### config.mk
export PLATFORM = sky130hd
export DESIGN_NAME = btb_table_flat
export DESIGN_NICKNAME = d
export VERILOG_FILES = /design/src/rtl/rv32i_types.sv /design/src/rtl/btb_table_if.sv /design/src/rtl/btb_table_victim_select.sv /design/src/rtl/btb_table.sv /design/src/flat_wrapper.sv
export SDC_FILE = /design/constraint.sdc
export NUM_CORES = 2
export LEC_CHECK = 0
export BUFFER_PORTS_ARGS = -buffer_cell sky130_fd_sc_hd__clkbuf_2
export CORE_AREA = 2 2 450 407
export CTS_BUF_LIST = sky130_fd_sc_hd__clkbuf_16
export CTS_CLUSTER_DIAMETER = 200
export DETAILED_ROUTE_END_ITERATION = 8
export DIE_AREA = 0 0 452 409
export PLACE_DENSITY = 0.45
export SLEW_MARGIN = 20
export SYNTH_ARGS = -nofsm -noshare
export SYNTH_HDL_FRONTEND = slang
export SYNTH_SLANG_ARGS = --single-unit
### constraint.sdc
create_clock -name clk -period 14.63 [get_ports clk]
set_input_delay 0 -clock clk [delete_from_list [all_inputs] [get_ports clk]]
set_output_delay 0 -clock clk [all_outputs]
set_load 0.01 [all_outputs]
### src/rtl/rv32i_types.sv
// Shared RV32I core types used by the branch target buffer and its neighbours.
// Latency: n/a (types and constants only).
// Backpressure: n/a.
package rv32i_types;

    localparam int BTB_ENTRIES_DEFAULT = 16;

    // Branch kind recorded with each BTB entry; 2'b11 is never a valid kind.
    typedef enum logic [1:0] {
        op_br   = 2'b00,
        op_jal  = 2'b01,
        op_jalr = 2'b10
    } btb_ops;

    localparam logic [1:0] BTB_OP_ILLEGAL = 2'b11;

    typedef struct packed {
        logic [31:0] pc;
        logic [31:0] target_address;
        logic [1:0]  br_jal_jalr;
    } btb_entry;

    function automatic logic btb_op_legal(input logic [1:0] op);
        return op != BTB_OP_ILLEGAL;
    endfunction

endpackage

### src/rtl/btb_table_if.sv
// Fetch lookup port and resolution update port of the branch target buffer.
// Latency: lookup combinational, update visible after one edge.
// Backpressure: none; every update is accepted.
interface btb_table_if
    import rv32i_types::*;
#(
    parameter int ENTRIES = BTB_ENTRIES_DEFAULT
) ();

    logic [31:0]              lookup_pc;
    logic                     btb_hit;
    btb_entry                 btb_out;
    logic                     upd_valid;
    logic                     upd_inval;
    btb_entry                 upd_entry;
    logic [$clog2(ENTRIES):0] occupancy;

    modport master (
        output lookup_pc, upd_valid, upd_inval, upd_entry,
        input  btb_hit, btb_out, occupancy
    );

    modport slave (
        input  lookup_pc, upd_valid, upd_inval, upd_entry,
        output btb_hit, btb_out, occupancy
    );

endinterface

### src/rtl/btb_table_victim_select.sv
// Chooses the slot a new pc is written to: lowest invalid entry, else the round-robin pointer.
// Latency: combinational.
// Backpressure: none.
module btb_victim_select #(
    parameter int ENTRIES = 16,
    parameter int IDX_W   = $clog2(ENTRIES)
) (
    input  logic [ENTRIES-1:0] i_valid,
    input  logic [IDX_W-1:0]   i_ptr,
    output logic [IDX_W-1:0]   o_victim,
    output logic               o_full
);

    // Scan from the top down so the lowest invalid index is the last one kept.
    always_comb begin
        o_full   = &i_valid;
        o_victim = i_ptr;
        for (int i = ENTRIES - 1; i >= 0; i--) begin
            if (!i_valid[i]) begin
                o_victim = IDX_W'(i);
            end
        end
    end

endmodule

### src/rtl/btb_table.sv
// Fully associative, full-pc-tagged branch target buffer held in flops.
// Latency: lookup zero-cycle (with same-cycle update bypass), update lands on the next edge.
// Backpressure: none; an update is taken every cycle upd_valid is high.
module btb_table
    import rv32i_types::*;
#(
    parameter int ENTRIES = BTB_ENTRIES_DEFAULT
) (
    input  logic         clk,
    input  logic         rst,
    btb_table_if.slave   bus
);

    localparam int IDX_W = $clog2(ENTRIES);
    localparam int OCC_W = IDX_W + 1;

    logic [ENTRIES-1:0] r_valid;
    btb_entry           r_ent [ENTRIES];
    logic [IDX_W-1:0]   r_ptr;
    logic [OCC_W-1:0]   r_occ;

    logic               w_tbl_hit;
    btb_entry           w_tbl_out;
    logic               w_upd_hit;
    logic [IDX_W-1:0]   w_upd_idx;
    logic [IDX_W-1:0]   w_victim;
    logic               w_full;
    logic [IDX_W-1:0]   w_wr_idx;
    logic               w_wr;
    logic               w_inv;
    logic               w_byp;

    btb_victim_select #(
        .ENTRIES (ENTRIES),
        .IDX_W   (IDX_W)
    ) u_victim (
        .i_valid  (r_valid),
        .i_ptr    (r_ptr),
        .o_victim (w_victim),
        .o_full   (w_full)
    );

    // Table search for fetch; entries are unique so OR-ing matches is a one-hot mux.
    always_comb begin
        w_tbl_hit = 1'b0;
        w_tbl_out = '0;
        for (int i = 0; i < ENTRIES; i++) begin
            if (r_valid[i] && (r_ent[i].pc == bus.lookup_pc)) begin
                w_tbl_hit = 1'b1;
                w_tbl_out = w_tbl_out | r_ent[i];
            end
        end
    end

    // Locate an existing entry for the update pc (overwrite or invalidate target).
    always_comb begin
        w_upd_hit = 1'b0;
        w_upd_idx = '0;
        for (int i = 0; i < ENTRIES; i++) begin
            if (r_valid[i] && (r_ent[i].pc == bus.upd_entry.pc)) begin
                w_upd_hit = 1'b1;
                w_upd_idx = IDX_W'(i);
            end
        end
    end

    assign w_wr     = bus.upd_valid && !bus.upd_inval && btb_op_legal(bus.upd_entry.br_jal_jalr);
    assign w_inv    = bus.upd_valid && bus.upd_inval;
    assign w_byp    = bus.upd_valid && (bus.upd_entry.pc == bus.lookup_pc);
    assign w_wr_idx = w_upd_hit ? w_upd_idx : w_victim;

    // Same-cycle bypass lets fetch see a write or invalidate before it reaches the table.
    always_comb begin
        bus.btb_hit = w_tbl_hit;
        bus.btb_out = w_tbl_out;
        if (w_byp && w_wr) begin
            bus.btb_hit = 1'b1;
            bus.btb_out = bus.upd_entry;
        end else if (w_byp && w_inv) begin
            bus.btb_hit = 1'b0;
            bus.btb_out = '0;
        end
    end

    assign bus.occupancy = r_occ;

    // Entry payload; no reset needed because valid bits gate every read.
    always_ff @(posedge clk) begin
        if (!rst && w_wr) begin
            r_ent[w_wr_idx] <= bus.upd_entry;
        end
    end

    // Valid bits, replacement pointer and occupancy; reset drops any concurrent update.
    always_ff @(posedge clk) begin
        if (rst) begin
            r_valid <= '0;
            r_ptr   <= '0;
            r_occ   <= '0;
        end else if (w_wr && !w_upd_hit) begin
            r_valid[w_victim] <= 1'b1;
            if (w_full) begin
                r_ptr <= r_ptr + IDX_W'(1);
            end else begin
                r_occ <= r_occ + OCC_W'(1);
            end
        end else if (w_inv && w_upd_hit) begin
            r_valid[w_upd_idx] <= 1'b0;
            r_occ              <= r_occ - OCC_W'(1);
        end
    end

endmodule

### src/flat_wrapper.sv
// flat-port wrapper written by rule: the top's interface ports become plain ports
module btb_table_flat import rv32i_types::*;
#(
    parameter int ENTRIES = BTB_ENTRIES_DEFAULT
)
  (clk, rst, bus_lookup_pc, bus_upd_valid, bus_upd_inval, bus_upd_entry, bus_btb_hit, bus_btb_out, bus_occupancy);
  btb_table_if #(.ENTRIES(ENTRIES)) bus_i ();
  input  logic clk;
  input  logic rst;
  input wire logic [$bits(bus_i.lookup_pc)-1:0] bus_lookup_pc;
  input wire logic [$bits(bus_i.upd_valid)-1:0] bus_upd_valid;
  input wire logic [$bits(bus_i.upd_inval)-1:0] bus_upd_inval;
  input wire logic [$bits(bus_i.upd_entry)-1:0] bus_upd_entry;
  output wire logic [$bits(bus_i.btb_hit)-1:0] bus_btb_hit;
  output wire logic [$bits(bus_i.btb_out)-1:0] bus_btb_out;
  output wire logic [$bits(bus_i.occupancy)-1:0] bus_occupancy;
  assign bus_i.lookup_pc = bus_lookup_pc;
  assign bus_i.upd_valid = bus_upd_valid;
  assign bus_i.upd_inval = bus_upd_inval;
  assign bus_i.upd_entry = bus_upd_entry;
  assign bus_btb_hit = bus_i.btb_hit;
  assign bus_btb_out = bus_i.btb_out;
  assign bus_occupancy = bus_i.occupancy;
  btb_table #(.ENTRIES(ENTRIES)) u_core (.clk(clk), .rst(rst), .bus(bus_i));
endmodule
# Yosys cells after proc, flatten, opt, wreduce, memory -nomap -nowiden
# Memories as Yosys holds them, arrays and structs flattened.
# Cells that the tools add are included.
# word_totals
n_memories	1
mem_bits_rw	1056
out_inout_bits	72
wordCells	209
regBits	25
in_bits	102
# memory_table
name	depth	word_bits	read_ports	rd_clocked_by_memory_dff	write_ports	line_no	source
u_core.r_ent	16	66	16	0	1	btb_table.sv:18	btb_entry r_ent [ENTRIES];
# op_classes
addsub	3
bitwise	18
muxes	95
n_eq_ne	35
reduce_logical	50
order_cmp	4
# ops
operator	count
$mux W66	18
$eq A32 B32 Y1	33
$or A66 B66 Y66	15
$mux W4	25
$logic_and A1 B1 Y1	43
$mux W1	39
$mux W16	2
$reduce_and A17 Y1	1
$and A16 B16 Y16	1
$not A16 Y16	1
$or A16 B16 Y16	1
$reduce_and A16 Y1	1
$mux W5	3
$mux W3	4
$lt A4 B5 Y1 const B	2
$demux W1 S4	2
$ge A4 B1 Y1 const B	2
$add A5 B1 Y5 const B	1
$sub A5 B1 Y5 const B	1
$add A4 B1 Y4 const B	1
$mux W2	2
$ne A2 B2 Y1 const B	2
$logic_not A1 Y1	3
$reduce_and A2 Y1	1
$reduce_bool A2 Y1	1

# Logic depth before layout (Yosys ltp)
# An unclocked memory read counts as a cell.
# logic_depth
word_depth	36
mapped_depth	18
ltp_nobuf	15

# By module
# From an unflattened synthesis, not the netlist that was laid out.
# unflattened
hier_cells	3896
area_unflattened_um2	52476.6
# by_module_without_submodules
mod	area_per_inst_um2	seq_area_each_um2	n_inst	cells_each
btb_table	52273.9	32210.9	1	3862
btb_victim_select	202.7	0.0	1	34

# Worst setup path before layout
# No wires, ideal clock.
# synth_timing
kind	register to register
from	mem u_core.r_ent[2][41] (netlist bit)
to	mem u_core.r_ent[0][0] (netlist bit), enable pin
setup_slack_ps	7006
n_path_buf	2
stages_incl_launch_ff	12
period_less_slack_ps	7624
t_required_ps	14059
t_arrival_ps	7053
setup_ps	571
path_cell_list	edfxtp_1 xnor2_1 nand2_1 or4b_2 or4_1 nand4_1 nor4_1 buf_2 clkbuf_1 nand2_1 nand2_1 nor3_1
# synth_lines
element	line_no
from (decl)	btb_table.sv:18

# Worst setup path after layout
# layout_timing
from	in bus_upd_entry[58]
to	out bus_btb_out[34]
# layout_between
elab_chain_cells	5
elab_cells_between_ends	6
classes_between	eq/ne (1); mux (2); reduce/logical (3)
# layout_rtl
element	line_no	source
from (decl)	flat_wrapper.sv:13	input wire logic [$bits(bus_i.upd_entry)-1:0] bus_upd_entry;
$eq A32 B32 Y1 (*)	btb_table.sv:69	assign w_byp = bus.upd_valid && (bus.upd_entry.pc == bus.lookup_pc);
$logic_and A1 B1 Y1 (*)	btb_table.sv:69	
$logic_and A1 B1 Y1	btb_table.sv:79	end else if (w_byp && w_inv) begin
$mux W66	btb_table.sv:79	
$mux W66 (*)	btb_table.sv:76	if (w_byp && w_wr) begin
to (decl)	flat_wrapper.sv:15	output wire logic [$bits(bus_i.btb_out)-1:0] bus_btb_out;
# Mark *: on every way between the ends. The rest lies on a longest branch, timed or not.

==> impl_metrics.tcl <==
set metrics [dict create \
    cts_buffers 119 \
    startpoint_type "input pin" \
    h-tree-depth 3 \
    route.vias.total 42700 \
    maxSlewHeadroom_pct 15.5 \
    firstDrtPassIters 7 \
    met1_usage_pct 41.9 \
    grtUsageMet3_pct 9.41 \
    ys.flop_type "edfxtp_1" \
    wirelength_microns 319000 \
    yosysSeqAreaShare_pct 59.9 \
    antenna_found_initial 15 \
    hold_path_class "in2reg" \
    die-area_sq_um 185000 \
    async_flop_share_pct 0 \
    clock-sinks 1081 \
    core_sq_um 180000 \
    setup_tns_ps 0 \
    fmax_mhz 155 \
    portBuffers 173 \
    irDropWorstVdd_mv 0.104 \
    reg2reg_slack_ps 8330 \
    grt-ovfl-total 0 \
    clkLatencyLatePin_ps 840 \
    cts_tree "yes" \
    r2r-end "u_core.r_ent[3][56]" \
    initialDrtViolationCount 6246 \
    synth_nets 4237 \
    period_needed_ps 6450 \
    syn_area_sq_um 53800 \
    cts_buffer_depth 3 \
    yosys_warnings 0 \
    grt_busiest_layer "met2" \
    fin_nets 4502 \
    hp-start "bus_upd_entry[12]" \
    tightest_slew_ps 1260 \
    drv_cap 0 \
    p_leak_uw 0.0208 \
    layout-drive-gt1-share_pct 13.0 \
    skew_ps 86.8 \
    root_buffer "clkbuf_16" \
    grt_use_total_pct 33.6 \
    finalHoldViolations 0 \
    setup_viol 0 \
    use_met2_pct 49.7 \
    fp.dieH_microns 409 \
    outcome "finished clean" \
    wl_per_cell_microns 46.2 \
    critPathMaxFanout 47 \
    grt_max_degree 64 \
    place.gp.congestion 1.09 \
    hpwlAfterDp_microns 223000 \
    rows 148 \
    ff2ff_path_depth 11 \
    pin_count 174 \
    min_path_cells 2 \
    critPathArrivalTime_ps 6450 \
    drv_slew 0 \
    yosysUniqueCellTypes 70 \
    placedCellCount 6604 \
    grt_setup_unrepaired "false" \
    worstPathRequired_ps 14630 \
    worstReg2RegStart "u_core.r_ent[11][48]" \
    grt_pass1_wl_microns 409000 \
    drc_errors 0 \
    synth-seq-cells 1081 \
    antenna_left 0 \
    syn2layout_area_growth_pct 16.7 \
    postSynthAreaPerCell_sq_um 13.0 \
    crit_type "in2out" \
    avgViaCountPerCell 6.19 \
    min_to "u_core.r_ent[0][12]" \
    fin_cells 6900 \
    grt_pass1_vias 40400 \
    clk_pin_slew_ps 70 \
    period_share_pct 44.1 \
    power.density_nw_per_um2 112 \
    die_w_microns 452 \
    synth-edff-count 1056 \
    initial_utilization_pct 29.8 \
    synthCells 4130 \
    end_kind "primary output" \
]
[registers in the layout, indices dropped and copies added, names as in the netlist]
name	cells
u_core.bus.occupancy	5
u_core.r_valid	16
u_core.r_ptr	4
u_core.r_ent	1056
[power breakdown]
| part | switching [uW] | internal, uW |
|---|---|---|
| logic | 391 | 122 |
| registers | 9.32 | 3400 |
| clock network | 1380 | 1730 |
| total | 1780 | 5260 |
[cells in the final DEF (no fill, tap or decap), types with 8 or more instances in the layout]
cell and n:
a21oi_1 83, a221oi_1 133, a22o_1 133, a22oi_1 269, buf_4 170, bufinv_16 14
clkbuf_16 119, clkbuf_2 173, clkinv_1 33, clkinv_2 18, dfxtp_1 25, dlygate4sd3_1 70
edfxtp_1 1056, inv_1 41, nand2_1 57, nand2b_1 20, nand3_1 203, nand4_1 96
nand4b_1 17, nor2_1 97, nor3_1 52, nor3_2 32, nor4_1 286, nor4_2 8
nor4b_1 13, o21ai_0 78, or3_1 9, or4_1 15, xnor2_1 157, xor2_1 893
[cell families (layout without fill, tap and decap cells)]
group	count (synthesis)	count (layout)	share of synthesized area, %
AOI/OAI and AO/OA	743	743	10.3
xor gates and xnor gates	1055	1055	17.2
adders and majority gates	5	5	0.130
buffers and inverters	292	656	2.36
DFF	1081	1081	59.9
muxes	11	11	0.214
other	0	6	0
and+or+nand+nor	943	943	9.84
[area by class of cell]
cell class / count / area [sq um]
repair buffers: 414 / 2860
flip-flops and latches: 1081 / 32200
diodes: 6 / 15.0
clock inverters: 101 / 998
clock buffers: 119 / 2980
well taps: 2400 / 3000
inverters: 22 / 82.6
fillers: 17600 / 117000
multi-input cells: 2757 / 20600
[metrics by stage]
stage                     util [%]  power, uW  hold WS [ps]  setup WS (ps)  area [sq um]
after global placement        32.2       3960           230           8600         58000
after CTS                     34.8       7050           105           8650         62700
after floorplan                  -       3690          98.9           7010         53800
after global routing          34.8       7190           164           7880         62700
after detailed placement      32.2       3960           236           8590         58000
final                         34.8       7040           148           8180         62700
[what timing repair did]
action | CTS | global route
hold buffers | 70 | 0
resized for setup | 0 | 0
buffers inserted | 0 | 0
hold endpoints to repair | 933 | 0
[per-layer routing]
layer,vias up,share of wire (%)
met5,-,0.025
met4,12,8.9
met3,864,9.7
met2,3110,43
met1,22200,39
li1,16600,-
[cells in the mapped netlist, types with 13 or more instances]
cell | n | area [sq um]
edfxtp_1 | 1056 | 31700
clkbuf_1 | 167 | 627
nand2_1 | 59 | 221
nor4b_1 | 13 | 114
nor4_1 | 295 | 1850
a22oi_1 | 269 | 2020
nand2b_1 | 20 | 125
buf_1 | 37 | 139
nor3_1 | 86 | 430
xor2_1 | 898 | 7870
or4_1 | 15 | 113
a21oi_1 | 83 | 415
a22o_1 | 133 | 1160
nand3_1 | 203 | 1020
nor2_1 | 97 | 364
nand4_1 | 96 | 601
buf_2 | 48 | 240
dfxtp_1 | 25 | 500
xnor2_1 | 157 | 1380
inv_1 | 22 | 82.6
nand4b_1 | 17 | 149
o21ai_0 | 78 | 390
a221oi_1 | 133 | 1160
[how the worst max path moves through the flow]
stage / endpoint / slack (ps) / start
2_1_floorplan: u_core.r_ent[0][0] / 7010 / u_core.r_ent[2][41]
3_3_place_gp: u_core.r_ent[3][3] / 8600 / bus_upd_entry[62]
3_5_place_dp: u_core.r_ent[3][0] / 8590 / bus_upd_entry[63]
4_1_cts: bus_btb_out[34] / 8650 / bus_upd_entry[58]
5_1_grt: bus_btb_out[34] / 7880 / bus_upd_entry[58]
6_report: bus_btb_out[34] / 8180 / bus_upd_entry[58]
[critical path: stages]
cell and delay [ps]:
dlygate4sd3_1 520, clkbuf_2 410, buf_4 560, xnor2_1 340
nand4_1 180, nor4_1 1050, nand4_1 190, nor4_1 800
nand2_4 590, buf_4 520, a21oi_1 890, clkbuf_2 280
Power figures use the tool's default switching activity.
